**src/rtl/uart_pkg.sv**
```systemverilog
// Shared types and constants for the memory-mapped UART transmitter.
// Build option: UART_TX_PARITY_EN adds an even-parity bit after the data bits.
package uart_pkg;

  localparam int unsigned DATA_W = 8;

  typedef enum logic [2:0] {
    ST_IDLE,
    ST_START,
    ST_DATA,
`ifdef UART_TX_PARITY_EN
    ST_PARITY,
`endif
    ST_STOP
  } tx_state_e;

  localparam logic REG_TXDATA = 1'b0;
  localparam logic REG_STATUS = 1'b1;

  localparam int unsigned STAT_FULL    = 0;
  localparam int unsigned STAT_EMPTY   = 1;
  localparam int unsigned STAT_BUSY    = 2;
  localparam int unsigned STAT_OVF     = 3;
  localparam int unsigned STAT_CNT_LSB = 4;
  localparam int unsigned STAT_CNT_W   = 5;

  // STATUS register image as returned on the load bus
  typedef struct packed {
    logic [22:0] rsvd;
    logic [4:0]  count;
    logic        ovf;
    logic        busy;
    logic        empty;
    logic        full;
  } status_t;

endpackage

```
**src/rtl/uart_tx_fifo.sv**
```systemverilog
// Synchronous byte FIFO feeding the transmitter; push is accepted when full
// only if a pop happens on the same edge.
module uart_tx_fifo
  import uart_pkg::*;
#(
  parameter int unsigned DEPTH = 4
) (
  input  logic                    clk,
  input  logic                    rst_n,
  input  logic                    push,
  input  logic [DATA_W-1:0]       push_data,
  input  logic                    pop,
  output logic [DATA_W-1:0]       head_data_c,
  output logic                    full,
  output logic                    empty,
  output logic [$clog2(DEPTH):0]  count
);

  localparam int unsigned PTR_W = $clog2(DEPTH);
  localparam int unsigned CNT_W = PTR_W + 1;

  logic [DATA_W-1:0] mem [DEPTH];
  logic [PTR_W-1:0]  wr_ptr;
  logic [PTR_W-1:0]  rd_ptr;
  logic              do_push;
  logic              do_pop;
  logic [CNT_W-1:0]  count_d;

  always_comb begin
    do_pop  = pop && !empty;
    do_push = push && (!full || do_pop);
    count_d = count;
    if (do_push && !do_pop) begin
      count_d = count + CNT_W'(1);
    end else if (do_pop && !do_push) begin
      count_d = count - CNT_W'(1);
    end
  end

  // Pointers wrap naturally because DEPTH is a power of two
  always_ff @(posedge clk or negedge rst_n) begin
    if (!rst_n) begin
      wr_ptr <= '0;
      rd_ptr <= '0;
      count  <= '0;
      full   <= 1'b0;
      empty  <= 1'b1;
    end else begin
      if (do_push) wr_ptr <= wr_ptr + PTR_W'(1);
      if (do_pop)  rd_ptr <= rd_ptr + PTR_W'(1);
      count <= count_d;
      full  <= (count_d == CNT_W'(DEPTH));
      empty <= (count_d == '0);
    end
  end

  always_ff @(posedge clk) begin
    if (do_push) mem[wr_ptr] <= push_data;
  end

  assign head_data_c = mem[rd_ptr];

endmodule

```
**src/rtl/mmio_uart_tx.sv**
```systemverilog
// Memory-mapped UART transmitter: TXDATA/STATUS register pair, byte FIFO and
// serialiser FSM. Build option: UART_TX_PARITY_EN inserts an even-parity bit.
module mmio_uart_tx
  import uart_pkg::*;
#(
  parameter logic [31:0] BASE_ADDR    = 32'h0000_1000,
  parameter int unsigned CLKS_PER_BIT = 16,
  parameter int unsigned FIFO_DEPTH   = 4
) (
  input  logic        clk,
  input  logic        rst_n,
  input  logic        write_enable,
  input  logic        read_enable,
  input  logic [31:0] mem_addr,
  input  logic [31:0] mem_write_data,
  output logic [31:0] mem_read_data,
  output logic        tx,
  output logic        irq
);

  localparam int unsigned BAUD_W = (CLKS_PER_BIT > 1) ? $clog2(CLKS_PER_BIT) : 1;
  localparam logic [BAUD_W-1:0] BAUD_LOAD = BAUD_W'(CLKS_PER_BIT - 1);
  localparam int unsigned CNT_W = $clog2(FIFO_DEPTH) + 1;
  localparam int unsigned BIT_W = 3;

  tx_state_e          state_q;
  tx_state_e          state_d;
  logic [BAUD_W-1:0]  baud_q;
  logic [BAUD_W-1:0]  baud_d;
  logic [BIT_W-1:0]   bit_q;
  logic [BIT_W-1:0]   bit_d;
  logic [DATA_W-1:0]  shift_q;
  logic [DATA_W-1:0]  shift_d;
  logic               tx_d;
  logic               baud_done;
`ifdef UART_TX_PARITY_EN
  logic               parity_q;
  logic               parity_d;
`endif

  logic               hit;
  logic               txdata_wr;
  logic               ovf_clr;
  logic               ovf_set;
  logic               ovf_q;
  status_t            status;

  logic               fifo_pop;
  logic [DATA_W-1:0]  fifo_head;
  logic               fifo_full;
  logic               fifo_empty;
  logic [CNT_W-1:0]   fifo_count;
  logic               unused_bits;

  assign unused_bits = ^{mem_addr[1:0], mem_write_data[31:DATA_W]};

  // Register decode; the low two address bits are don't-care
  always_comb begin
    hit       = (mem_addr[31:3] == BASE_ADDR[31:3]);
    txdata_wr = write_enable && hit && (mem_addr[2] == REG_TXDATA);
    ovf_clr   = write_enable && hit && (mem_addr[2] == REG_STATUS)
                && mem_write_data[STAT_OVF];
    ovf_set   = txdata_wr && fifo_full && !fifo_pop;
  end

  always_comb begin
    status       = '0;
    status.full  = fifo_full;
    status.empty = fifo_empty;
    status.busy  = (state_q != ST_IDLE);
    status.ovf   = ovf_q;
    status.count = STAT_CNT_W'(fifo_count);
    mem_read_data = (read_enable && hit && (mem_addr[2] == REG_STATUS))
                    ? 32'(status) : 32'h0;
  end

  assign irq = fifo_empty && (state_q == ST_IDLE);

  uart_tx_fifo #(
    .DEPTH (FIFO_DEPTH)
  ) u_fifo (
    .clk         (clk),
    .rst_n       (rst_n),
    .push        (txdata_wr),
    .push_data   (mem_write_data[DATA_W-1:0]),
    .pop         (fifo_pop),
    .head_data_c (fifo_head),
    .full        (fifo_full),
    .empty       (fifo_empty),
    .count       (fifo_count)
  );

  always_ff @(posedge clk or negedge rst_n) begin
    if (!rst_n) begin
      ovf_q <= 1'b0;
    end else if (ovf_set) begin
      ovf_q <= 1'b1;
    end else if (ovf_clr) begin
      ovf_q <= 1'b0;
    end
  end

  // State and datapath registers
  always_ff @(posedge clk or negedge rst_n) begin
    if (!rst_n) begin
      state_q  <= ST_IDLE;
      baud_q   <= '0;
      bit_q    <= '0;
      shift_q  <= '0;
      tx       <= 1'b1;
`ifdef UART_TX_PARITY_EN
      parity_q <= 1'b0;
`endif
    end else begin
      state_q  <= state_d;
      baud_q   <= baud_d;
      bit_q    <= bit_d;
      shift_q  <= shift_d;
      tx       <= tx_d;
`ifdef UART_TX_PARITY_EN
      parity_q <= parity_d;
`endif
    end
  end

  // Next-state logic
  always_comb begin
    state_d   = state_q;
    baud_done = (baud_q == '0);
    unique case (state_q)
      ST_IDLE:  if (!fifo_empty) state_d = ST_START;
      ST_START: if (baud_done) state_d = ST_DATA;
      ST_DATA: begin
        if (baud_done && (bit_q == BIT_W'(DATA_W - 1))) begin
`ifdef UART_TX_PARITY_EN
          state_d = ST_PARITY;
`else
          state_d = ST_STOP;
`endif
        end
      end
`ifdef UART_TX_PARITY_EN
      ST_PARITY: if (baud_done) state_d = ST_STOP;
`endif
      // Back-to-back frames go straight to the next start bit
      ST_STOP:  if (baud_done) state_d = fifo_empty ? ST_IDLE : ST_START;
      default:  state_d = ST_IDLE;
    endcase
  end

  // Datapath next values and registered serial output
  always_comb begin
    fifo_pop = 1'b0;
    baud_d   = baud_q;
    bit_d    = bit_q;
    shift_d  = shift_q;
    tx_d     = 1'b1;
`ifdef UART_TX_PARITY_EN
    parity_d = parity_q;
`endif

    if (state_d == ST_START && state_q != ST_START) begin
      fifo_pop = 1'b1;
      shift_d  = fifo_head;
`ifdef UART_TX_PARITY_EN
      parity_d = ^fifo_head;
`endif
    end

    if (state_d != state_q) begin
      baud_d = (state_d == ST_IDLE) ? '0 : BAUD_LOAD;
      bit_d  = '0;
    end else if (state_q == ST_DATA && baud_done) begin
      baud_d  = BAUD_LOAD;
      bit_d   = bit_q + BIT_W'(1);
      shift_d = shift_q >> 1;
    end else if (!baud_done) begin
      baud_d = baud_q - BAUD_W'(1);
    end

    unique case (state_d)
      ST_START:  tx_d = 1'b0;
      ST_DATA:   tx_d = shift_d[0];
`ifdef UART_TX_PARITY_EN
      ST_PARITY: tx_d = parity_d;
`endif
      default:   tx_d = 1'b1;
    endcase
  end

endmodule

```
**config.mk**
```make
export PLATFORM = sky130hd
export DESIGN_NAME = mmio_uart_tx
export DESIGN_NICKNAME = d
export VERILOG_FILES = /design/src/rtl/uart_pkg.sv /design/src/rtl/uart_tx_fifo.sv /design/src/rtl/mmio_uart_tx.sv
export SDC_FILE = /design/constraint.sdc
export NUM_CORES = 1
export LEC_CHECK = 0
export ABC_CLOCK_PERIOD_IN_PS = 5300
export CORE_MARGIN = 2
export CORE_UTILIZATION = 40
export CTS_CLUSTER_DIAMETER = 50
export DETAILED_ROUTE_END_ITERATION = 8
export HOLD_SLACK_MARGIN = 0.02
export PLACE_DENSITY = 0.71
export RECOVER_POWER = 50
export SYNTH_ARGS = -nofsm -noshare
export SYNTH_HDL_FRONTEND = slang
export SYNTH_HIERARCHICAL = 1
export SYNTH_SLANG_ARGS = --single-unit
export TNS_END_PERCENT = 10
```
**constraint.sdc**
```tcl
create_clock -name clk -period 5.3 [get_ports clk]
set_input_delay 0.795 -clock clk [delete_from_list [all_inputs] [get_ports clk]]
set_output_delay 0.795 -clock clk [all_outputs]
set_load 0.01 [all_outputs]
```
==> results of run 1 <==
## logic make-up (layout without fill, tap and decap cells)
logic type	Yosys count	count (layout)	synth area share
other	1	27	0.00122
DFF	61	61	0.549
adders and majority gates	9	9	0.0366
muxes	18	18	0.0931
buffers and inverters	45	79	0.0935
AOI/OAI and AO/OA	31	31	0.0752
and+or+nand+nor	64	64	0.130
xor gates and xnor gates	7	7	0.0223
## where the power goes
part           total [uW]  switching (uW)  leakage [uW]  internal [uW]
Clock                 352             171     0.0000840            181
Combinational        49.6            21.6      0.000783           28.0
Sequential            501            1.17      0.000668            500
## registers in the layout, summed over array words and instances (netlist names)
| signal | count |
|---|---|
| u_fifo/count | 3 |
| u_fifo/wr_ptr | 2 |
| u_fifo/empty | 1 |
| baud_q | 4 |
| tx | 1 |
| u_fifo/rd_ptr | 2 |
| bit_q | 3 |
| shift_q | 8 |
| u_fifo/mem | 32 |
| ovf_q | 1 |
| state_q | 3 |
| u_fifo/full | 1 |
## worst max-delay path: cells and delay by family
family,cells,cell delay [ps]
AND/OR/NAND/NOR,4,1080
buffers and inverters,2,940
## through the flow
step                hold slack [ps]  power (uW)  instances  area, sq um
detailed placement              475         562        378         3570
floorplan                       449         536        261         3170
finish                          483         903        395         3720
global route                    518         943        395         3720
CTS                             491         917        394         3740
global placement                463         561        378         3570
## worst paths after layout
kind / start / end / slack (ps)
max reg2reg: baud_q[0] / u_fifo/mem[3][3] / 1830
max in group asynchronous: rst_n / bit_q[1] / 2960
min: shift_q[5] / shift_q[4] / 480
max: mem_addr[14] / mem_read_data[5] / 1690
min in group asynchronous: rst_n / u_fifo/wr_ptr[1] / 1410
min reg2reg: shift_q[5] / shift_q[4] / 480
## metal layers
layer	global-route usage	up-vias	routed length [microns]
met3	0.0468	8	424
li1	-	925	-
met1	0.170	933	2280
met2	0.227	88	2580
met5	0	-	0
met4	0.0585	0	64
## cell type report
class	instances	area share
diodes	1	0.000673
clock buffers	12	0.0390
clock inverters	4	0.00673
inverters	11	0.0111
multi-input cells	155	0.318
flip-flops and latches	61	0.454
well taps	99	0.0333
repair buffers	52	0.138
## layout by cell type, fill, tap and decap left out, types with 5 or more instances in the layout
cell type / n
mux4_2: 8
mux2i_1: 8
nor4_1: 6
inv_1: 11
nor2_1: 7
clkdlybuf4s50_1: 41
dlygate4sd3_1: 9
nor3_1: 5
and2_1: 13
conb_1: 26
nand2_1: 12
o21ai_0: 8
ha_1: 9
xnor2_1: 5
edfxtp_1: 32
dfrtp_1: 27
clkbuf_8: 10
==> run summary, run 1 <==
Status = finished with violations
Failing checks = capacitance limit, slew limit
Yosys warning count = 6
Final hold vios = 0
Clock buffer depth = 2
PortBufs = 50
Post-place setup slack = 1650 ps
RSZ-0062 raised after global routing = no
Io pins = 102
Worst stage delay on the critical path = 540 ps
P&R area growth vs syn = 20.8%
Max-Cap Viols = 1
Synth area leader = edfxtp_1
Clock slew at reported path FFs = 70 ps
Worst EP arrival = 2810 ps
CORE AREA = 7370 sq um
FMAX = 277 MHz
Critical path cell sequence = clkdlybuf4s50_1 -> nor4b_1 -> and4_1 -> and4_1 -> and2_1 -> clkdlybuf4s50_1
DR pass1 iterations = 4
Std cell rows = 31
Hold_buf cts = 0
Mean post-synth cell area = 13.0 sq um
Most frequent cell after synthesis = edfxtp_1
Seq. cell area = 1690 sq um
WP data required = 4510 ps
Synth unique cells = 56
Worst Tran Pin Value = 1610 ps
Vias in the first global route = 1914
Final RePlAce weighted congestion = 0.725
Seq/Total Area, Yosys = 0.549
Share of cells above drive strength 1 = 0.112
WHS Path Cells = 2
Fillers = 652
Worst-path fanout max = 7
NumNets Final = 367
Sink Count = 61
Dpl hpwl = 3870 microns
Max-slew violation count = 30
Skew final = 12.5 ps
Maximum VDD drop = 0.000163 V
Final core occ = 0.505
Post-Synthesis Cells = 236
Final ANT Viol Nets = 0
CTS tree = yes
Final setup margin = 1690 ps
Clk_lat worst skew = 330 ps
Cell count of the worst reg-to-reg path = 9
Worst setup EP type = output pin
Die Span Y = 91.7 microns
Share of flip-flops with an asynchronous set or reset = 0.475
Worst Hold Class = reg2reg
Vias per cell = 4.95
Final setup fails = 0
Top_reg_cell synth = edfxtp_1
Period utilisation layout = 0.681
Post-synth top cells = edfxtp_1 (32), dfrtp_1 (27), buf_4 (26)
Final min period = 3610 ps
Rel. slew slack = -0.0734
Top cell type's share of synthesized area = 0.312
Worst Setup Start Kind = input pin
Pwr Density = 243 nW/um^2
Synthesized area = 3080 sq um
Critical path type = in2out
Post-CTS Resized = 0
Initial antenna violation count = 1
First-pass GRT wire length = 9050 microns
Root Driver = clkbuf_8
Area of the multi-input gates = 1180 sq um
DRC Markers = 0
Grt ovf = 0
Area contributors post-synth = edfxtp_1 (31%), dfrtp_1 (22%), buf_4 (6.3%), mux4_2 (5.9%), ha_1 (3.7%)
DRT Wirelength = 5360 microns
Starting DRC count in detailed routing = 149
Leak = 0.00153 uW
Htree depth = 3
Total track usage = 0.140
DR vias = 1954
Post-CTS setup buffers = 0
Initial Util = 0.418
DIE AREA = 8420 sq um
CTS Buf Count = 9
TNS Setup = 0 ps
Seq cells post-synth = 61
Number of flops mapped to enable cells by yosys = 32
CP max stage cell = clkdlybuf4s50_1
Die width = 91.7 microns
WL/cell = 13.6 microns
Largest net degree at the start of global routing = 30
No activity file was read; power rests on OpenSTA's default activity.
==> run 2: changes to the inputs <==
--- a/config.mk
+++ b/config.mk
@@ -5,7 +5,7 @@
 export SDC_FILE = /design/constraint.sdc
 export NUM_CORES = 1
 export LEC_CHECK = 0
-export ABC_CLOCK_PERIOD_IN_PS = 5300
+export ABC_CLOCK_PERIOD_IN_PS = 3600
 export CORE_MARGIN = 2
 export CORE_UTILIZATION = 40
 export CTS_CLUSTER_DIAMETER = 50
==> constraint.sdc (replaced) <==
create_clock -name clk -period 3.6 [get_ports clk]
set_input_delay 0.54 -clock clk [delete_from_list [all_inputs] [get_ports clk]]
set_output_delay 0.54 -clock clk [all_outputs]
set_load 0.01 [all_outputs]
==> run summary, run 2 (synthesis gave the netlist of run 1 again) <==
Status = finished with violations
Failing checks = capacitance limit, slew limit
Post-CTS setup buffers = 0
Clock buffer depth = 2
Worst setup EP type = output pin
Worst Setup Start Kind = input pin
Std cell rows = 31
DR vias = 1949
Critical path type = in2out
Max-slew violation count = 30
Routed met1 length = 2470 microns
Sink Count = 61
Final min period = 3090 ps
RSZ-0062 raised after global routing = no
Max-Cap Viols = 1
Skew final = 6.27 ps
Maximum VDD drop = 0.000295 V
Seq. cell area = 1690 sq um
WP data required = 3060 ps
Clock slew at reported path FFs = 70 ps
Final ANT Viol Nets = 0
Clk_lat worst skew = 330 ps
Met3 WL = 351 microns
WL/cell = 13.8 microns
Reg-to-Reg End = u_fifo/mem[0][3]
First-pass GRT wire length = 9110 microns
Placed Area = 3570 sq um
PortBufs = 50
Design area = 3760 sq um
Largest register by flop count = u_fifo/mem
Period utilisation layout = 0.858
Post-CTS Resized = 0
Largest net degree at the start of global routing = 30
Worst Hold Class = reg2reg
P&R area growth vs syn = 22.3%
Initial Util = 0.418
Cell count of the worst reg-to-reg path = 9
Largest register FFs = 32
DRT Wirelength = 5420 microns
Worst Tran Pin Value = 1690 ps
DRC Markers = 0
Starting DRC count in detailed routing = 111
Placed cell count = 378
Hold path start = shift_q[6]
Final hold vios = 0
Area of the multi-input gates = 1190 sq um
Die width = 91.7 microns
WHS Path Cells = 2
Pwr Density = 385 nW/um^2
Hold EP = shift_q[5]
CTS Buf Count = 9
Largest registers = u_fifo/mem: 32 flops, shift_q: 8 flops, baud_q: 4 flops
Hold_buf cts = 0
FMAX = 324 MHz
Io pins = 102
DIE AREA = 8420 sq um
Leak = 0.00156 uW
TNS Setup = 0 ps
Worst-path fanout max = 7
Initial antenna violation count = 0
Worst flop-to-flop path startpoint = baud_q[0]
Grt ovf = 0
Finished Layout Cells = 394
Met2 Routed Length = 2550 microns
Final setup fails = 0
CORE AREA = 7370 sq um
CTS tree = yes
Commonest non-fill, non-tap cell in the layout = clkdlybuf4s50_1
Worst EP arrival = 2550 ps
Total track usage = 0.139
Root Driver = clkbuf_8
Vias in the first global route = 1927
DR pass1 iterations = 4
Final RePlAce weighted congestion = 0.724
Share of cells above drive strength 1 = 0.112
Die Span Y = 91.7 microns
Vias per cell = 4.95
Dpl hpwl = 3850 microns
Fillers = 651
Top sig layer = met4
Commonest cells after routing, fill and taps aside = clkdlybuf4s50_1 (41), edfxtp_1 (32), dfrtp_1 (27), conb_1 (26), and2_1 (13)
NumNets Final = 367
Htree depth = 3
Ant. Diodes = 0
Rel. slew slack = -0.126
Slack of the worst reg-to-reg path = 670 ps
run 2: final cells by class:
| cell class | instances | area share |
|---|---|---|
| clock inverter | 5 | 0.0199 |
| tap | 99 | 0.0329 |
| inverter | 11 | 0.0110 |
| sequential | 61 | 0.449 |
| timing repair buffer | 52 | 0.136 |
| multi-input combinational | 155 | 0.317 |
| clock buffer | 11 | 0.0349 |
run 2: per-stage QoR:
step / hold WS (ps) / utilization / setup slack [ps] / total power, uW
floorplan: 244 / - / 1120 / 790
global placement: 463 / 0.484 / 450 / 826
detailed placement: 472 / 0.484 / 382 / 828
CTS: 493 / 0.512 / 454 / 1470
global route: 525 / 0.511 / 348 / 1500
finish: 489 / 0.511 / 511 / 1450
run 2: routing by layer:
metal,vias up,global-route usage
li1,923,-
met1,946,0.174
met2,75,0.225
met3,5,0.0501
met4,0,0.0448
met5,-,0
run 2: worst max path at each step:
stage / from / cells past startpoint / slack [ps] / end
6_report: mem_addr[14] / 6 / 510 / mem_read_data[5]
2_1_floorplan: baud_q[0] / 10 / 1120 / u_fifo/mem[0][0]
4_1_cts: mem_addr[14] / 6 / 450 / mem_read_data[3]
5_1_grt: mem_addr[14] / 6 / 350 / mem_read_data[3]
3_3_place_gp: mem_addr[14] / 7 / 450 / u_fifo/mem[1][6]
3_5_place_dp: mem_addr[14] / 7 / 380 / u_fifo/mem[0][5]
run 2: report_power, final:
| part | switching (uW) | internal [uW] |
|---|---|---|
| clock network | 253 | 386 |
| registers | 1.81 | 736 |
| logic | 31.8 | 41.2 |
| total | 287 | 1160 |
run 2: worst max-delay path, stage by stage:
cell	delay [ps]
clkdlybuf4s50_1	400
nor4b_1	310
and4_1	300
and4_1	310
and2_1	150
clkdlybuf4s50_1	540
==> run 3: changes to the inputs <==
--- a/config.mk
+++ b/config.mk
@@ -9,6 +9,7 @@
 export CORE_MARGIN = 2
 export CORE_UTILIZATION = 40
 export CTS_CLUSTER_DIAMETER = 50
+export CTS_CLUSTER_SIZE = 14
 export DETAILED_ROUTE_END_ITERATION = 8
 export HOLD_SLACK_MARGIN = 0.02
 export PLACE_DENSITY = 0.71
==> results of run 3 <==
No change in the layout: final DEF, timing and power equal those of run 2.
